==> src/rtl/dm_arbiter.sv <==
// Two-port arbiter sharing the single-port data memory between the CPU (port 0) and an auxiliary master (port 1).
// Optional build macro DMARB_RR_EN: fair round-robin replaces fixed priority plus the MAXWAIT starvation guard.
module dm_arbiter #(
    parameter int unsigned AW      = 7,
    parameter int unsigned DW      = 32,
    parameter int unsigned MAXWAIT = 8
) (
    input  logic          clk,
    input  logic          rstn,
    input  logic          m0_req,
    input  logic          m0_we,
    input  logic [AW-1:0] m0_addr,
    input  logic [DW-1:0] m0_wdata,
    output logic          m0_gnt,
    output logic          m0_rvalid,
    output logic [DW-1:0] m0_rdata,
    input  logic          m1_req,
    input  logic          m1_we,
    input  logic [AW-1:0] m1_addr,
    input  logic [DW-1:0] m1_wdata,
    output logic          m1_gnt,
    output logic          m1_rvalid,
    output logic [DW-1:0] m1_rdata,
    output logic          mem_we,
    output logic [AW-1:0] mem_addr,
    output logic [DW-1:0] mem_wdata,
    input  logic [DW-1:0] mem_rdata,
    output logic          m1_starved
);

    typedef enum logic {
        OWN_M0 = 1'b0,
        OWN_M1 = 1'b1
    } owner_t;

    logic   sel_m0;
    logic   sel_m1;
    logic   s1_rd;
    owner_t s1_owner;

`ifdef DMARB_RR_EN
    owner_t last_owner;

    // On a tie the port that did not win last time is chosen
    always_comb begin
        sel_m0 = m0_req & (~m1_req | (last_owner == OWN_M1));
        sel_m1 = m1_req & ~sel_m0;
    end

    always_ff @(posedge clk or negedge rstn) begin
        if (!rstn) begin
            last_owner <= OWN_M1;
        end else if (m0_gnt) begin
            last_owner <= OWN_M0;
        end else if (m1_gnt) begin
            last_owner <= OWN_M1;
        end
    end

    assign m1_starved = 1'b0;
`else
    localparam logic [7:0] MAXW8 = 8'(MAXWAIT);

    logic [7:0] wait_cnt;
    logic       force_m1;

    assign force_m1 = (wait_cnt == MAXW8);

    always_comb begin
        sel_m1 = m1_req & (force_m1 | ~m0_req);
        sel_m0 = m0_req & ~sel_m1;
    end

    // Saturates at MAXWAIT so the force flag stays up until m1 is accepted
    always_ff @(posedge clk or negedge rstn) begin
        if (!rstn) begin
            wait_cnt <= '0;
        end else if (!m1_req || m1_gnt) begin
            wait_cnt <= '0;
        end else if (!force_m1) begin
            wait_cnt <= wait_cnt + 8'd1;
        end
    end

    assign m1_starved = force_m1;
`endif

    // Grants are masked while reset is held so nothing is reported as accepted
    assign m0_gnt = sel_m0 & rstn;
    assign m1_gnt = sel_m1 & rstn;

    always_ff @(posedge clk or negedge rstn) begin
        if (!rstn) begin
            mem_we    <= 1'b0;
            mem_addr  <= '0;
            mem_wdata <= '0;
            s1_rd     <= 1'b0;
            s1_owner  <= OWN_M0;
        end else begin
            mem_we <= 1'b0;
            s1_rd  <= 1'b0;
            if (m0_gnt) begin
                mem_addr  <= m0_addr;
                mem_wdata <= m0_wdata;
                mem_we    <= m0_we;
                s1_rd     <= ~m0_we;
                s1_owner  <= OWN_M0;
            end else if (m1_gnt) begin
                mem_addr  <= m1_addr;
                mem_wdata <= m1_wdata;
                mem_we    <= m1_we;
                s1_rd     <= ~m1_we;
                s1_owner  <= OWN_M1;
            end
        end
    end

    always_ff @(posedge clk or negedge rstn) begin
        if (!rstn) begin
            m0_rvalid <= 1'b0;
            m1_rvalid <= 1'b0;
            m0_rdata  <= '0;
            m1_rdata  <= '0;
        end else begin
            m0_rvalid <= s1_rd && (s1_owner == OWN_M0);
            m1_rvalid <= s1_rd && (s1_owner == OWN_M1);
            if (s1_rd) begin
                if (s1_owner == OWN_M0) begin
                    m0_rdata <= mem_rdata;
                end else begin
                    m1_rdata <= mem_rdata;
                end
            end
        end
    end

endmodule

==> config.mk <==
export PLATFORM = sky130hd
export DESIGN_NAME = dm_arbiter
export DESIGN_NICKNAME = d
export VERILOG_FILES = /design/src/rtl/dm_arbiter.sv
export SDC_FILE = /design/constraint.sdc
export NUM_CORES = 1
export LEC_CHECK = 0
export ABC_AREA = 1
export ABC_CLOCK_PERIOD_IN_PS = 2250
export BUFFER_PORTS_ARGS = -buffer_cell sky130_fd_sc_hd__buf_2
export CAP_MARGIN = 15
export CORE_MARGIN = 2
export CORE_UTILIZATION = 48
export DETAILED_ROUTE_END_ITERATION = 12
export GPL_TIMING_DRIVEN = 0
export HOLD_SLACK_MARGIN = 0.15
export PLACE_DENSITY = 0.81
export SKIP_CTS_REPAIR_TIMING = 1
export SYNTH_ARGS = -nofsm -noshare
export SYNTH_HDL_FRONTEND = slang
export SYNTH_SLANG_ARGS = --single-unit
==> constraint.sdc <==
create_clock -name clk -period 2.25 [get_ports clk]
set_clock_uncertainty 0.1 [all_clocks]
set_input_delay 0.45 -clock clk [delete_from_list [all_inputs] [get_ports clk]]
set_output_delay 0.45 -clock clk [all_outputs]
set_load 0.01 [all_outputs]
==> impl_metrics.toml <==
[synth]
syn_area_mm2 = 0.00516
yosys_warnings = 0
netlist_instances = 644
ys_ff_latch = 116
synth_nets = 762
synth_area_per_cell_um2 = 8.01
ys_seq_area_share_pct = 56.2
synth_cell_types = 21

[power]
p_per_area_mw_per_mm2 = 978
peakVddDrop_uv = 575
p_leak_nw = 4.42

[die]
initial_core_util_pct = 49.8
io_pins = 225
core_mm2 = 0.0104
die-height_um = 108
die_x_um = 108
dieArea_mm2 = 0.0116
rows = 37

[routing]
drtIter0Drc = 348
post-route-drc-count = 0
firstDrtPassIters = 5
antenna_left = 0
wire_per_inst_um = 13.9
routed_wl_um = 14900
via_per_inst = 4.82
vias = 5155

[place]
pre_cts_ws_ns = -0.0593
gp_congestion = 0.819
place_area_mm2 = 0.00649
dp_hpwl_um = 10300
io_buffers = 224

[worst_setup_path]
r2r_start = "wait_cnt[0]$_DFFE_PN0P_"
crit_buf_inv = 3
rr_endpoint = "mem_we$_DFF_PN0_"
cp_common_cell = "nand2_4"
rrSetupSlack_ns = 0.10
slowest_stage = "dfrtp_1"
arrival_ns = 1.79
worst_path_largest_cell_delay_ns = 0.42
crit_fanout = 5
worstPathCellList = "inv_1 > ha_2 > nand3_4 > o21ai_4 > nand2_4 > nand2_4 > inv_2 > buf_6"
cp-end-kind = "primary output"
worstRegToRegCells = 11
required_ns = 1.70
critPathKind = "reg -> out"
start_kind = "register"
cp_top_family = "flip-flops"

[timing]
worst_pin_slew_ns = 0.550
fin_tns_setup_ns = -0.152
drv_slew = 0
min_period_over_period_pct = 104
fmax_mhz = 427
rsz0062_at_grt = "true"
hold_viol_final = 55
setup_violations = 2
relSlewSlack_pct = 63.4
setup_ws_ns = -0.0920
whs_ns = -0.186
fin_crit_ns = 2.34

[global_routing]
grt-ovfl-total = 0
grt_antenna_before_repair = 0
grt_pass1_wl_um = 23000
grt_usage_pct = 25.4
grt_max_degree = 62
grt_pass1_vias = 4856

[clock_tree]
htreeDepth = 4
clockBufferDepth = 2
cts.reportedPaths.clkPinSlew_ns = 0.06
clk_latency_ns = 0.49
cts_num_sinks = 116
cts_tree = "done"
root_buffer = "clkbuf_8"
numCtsBuffers = 17

[layout]
stdcell_area_mm2 = 0.00751
n_antenna_cell = 0
drive_above_1_share_pct = 29.6
syn2layout_area_growth_pct = 45.5
fin_nets = 1040

[run_status]
violations = "hold timing, setup timing"
status = "finished with violations"

[run]
maxCapViolations = 0

[min_path]
hp-class = "in -> async"
-- kinds of logic (layout without fill, tap and decap cells) --
kind of cell | after synthesis | count (layout) | share of synthesized area (%)
XOR/XNOR | 5 | 5 | 0.848
AO/OA/AOI/OAI | 72 | 72 | 7.08
buffers and inverters | 157 | 447 | 11.9
adder cells (fa/ha/maj) | 2 | 2 | 0.485
AND/OR/NAND/NOR | 292 | 292 | 23.5
flip-flops | 116 | 116 | 56.2
-- state kept, by name, summed over array words and instances (netlist names), 7 cells and up --
name,flops
mem_addr,7
m0_rdata,32
wait_cnt,8
mem_wdata,32
m1_rdata,32
-- stage by stage --
stage                     power (mW)  hold WS (ns)  util, %  cells
final                           7.34        -0.186     72.4   1070
after global routing            7.72        -0.179     72.4   1070
after CTS                       7.32        -0.177     68.7   1036
after detailed placement        4.36         0.352     62.5   1005
after global placement          4.30         0.358     62.2   1004
after floorplan                 3.56        0.0544        -    644
-- synthesized netlist by cell type --
| master | n | area [um^2] |
|---|---|---|
| clkbuf_1 | 21 | 78.8 |
| a21oi_1 | 1 | 5.00 |
| o22ai_1 | 1 | 6.26 |
| nand4_1 | 1 | 6.26 |
| nand3_1 | 81 | 405 |
| xor2_1 | 4 | 35.0 |
| nand2_2 | 2 | 12.5 |
| nand3_2 | 1 | 10.0 |
| o21ai_2 | 1 | 8.76 |
| o21ai_0 | 68 | 340 |
| buf_2 | 6 | 30.0 |
| nor2_1 | 11 | 41.3 |
| inv_1 | 123 | 462 |
| nand2_1 | 195 | 732 |
| o21ai_1 | 1 | 5.00 |
| ha_1 | 2 | 25.0 |
| buf_1 | 5 | 18.8 |
| buf_6 | 2 | 22.5 |
| dfrtp_1 | 116 | 2900 |
| xnor2_1 | 1 | 8.76 |
| nor3_1 | 1 | 5.00 |
-- power by group --
group          leakage [nW]  switching, mW  internal [mW]
clock network         0.305          0.991           1.92
logic                  2.69          0.923          0.677
registers              1.43          0.272           2.56
-- per-layer routing --
metal	share of wire [%]	up-vias	global-route usage (%)	wire length, um
li1	-	2522	-	-
met1	40	2387	30.7	5900
met2	52	234	44.3	7660
met3	7.8	12	8.35	1170
met4	0.91	0	5.31	135
met5	0	-	0	0
-- final cells by class --
type,count,area [um^2]
sequential,116,2900
fill,796,2860
tap,136,170
clock buffer,17,414
multi-input combinational,371,1690
buffer,34,150
timing repair buffer,259,1500
clock inverter,14,226
inverter,123,462
-- cell usage in the layout, fill, tap and decap left out, types with 2 or more instances in the layout --
| cell | n |
|---|---|
| bufinv_16 | 5 |
| dfrtp_1 | 116 |
| nand3_1 | 80 |
| buf_4 | 4 |
| nand2_1 | 195 |
| buf_6 | 5 |
| inv_1 | 121 |
| nand2_4 | 2 |
| nor2_1 | 11 |
| clkbuf_16 | 16 |
| o21ai_0 | 68 |
| clkbuf_1 | 21 |
| inv_2 | 2 |
| dlygate4sd3_1 | 30 |
| nand3_4 | 2 |
| buf_1 | 5 |
| clkinv_4 | 5 |
| xor2_1 | 4 |
| clkinvlp_4 | 2 |
| inv_6 | 2 |
| buf_2 | 227 |
-- how the worst max path moves through the flow --
stage / startpoint / to / depth (start not counted)
floorplan: wait_cnt[0]$_DFFE_PN0P_ / m1_gnt / 6
global placement: rstn / mem_wdata[16]$_DFFE_PN0P_ / 6
detailed placement: rstn / mem_wdata[6]$_DFFE_PN0P_ / 8
CTS: wait_cnt[0]$_DFFE_PN0P_ / m1_gnt / 7
global route: wait_cnt[0]$_DFFE_PN0P_ / m0_gnt / 8
finish: wait_cnt[0]$_DFFE_PN0P_ / m0_gnt / 8
Note: power is estimated with default switching activity, not from simulation.
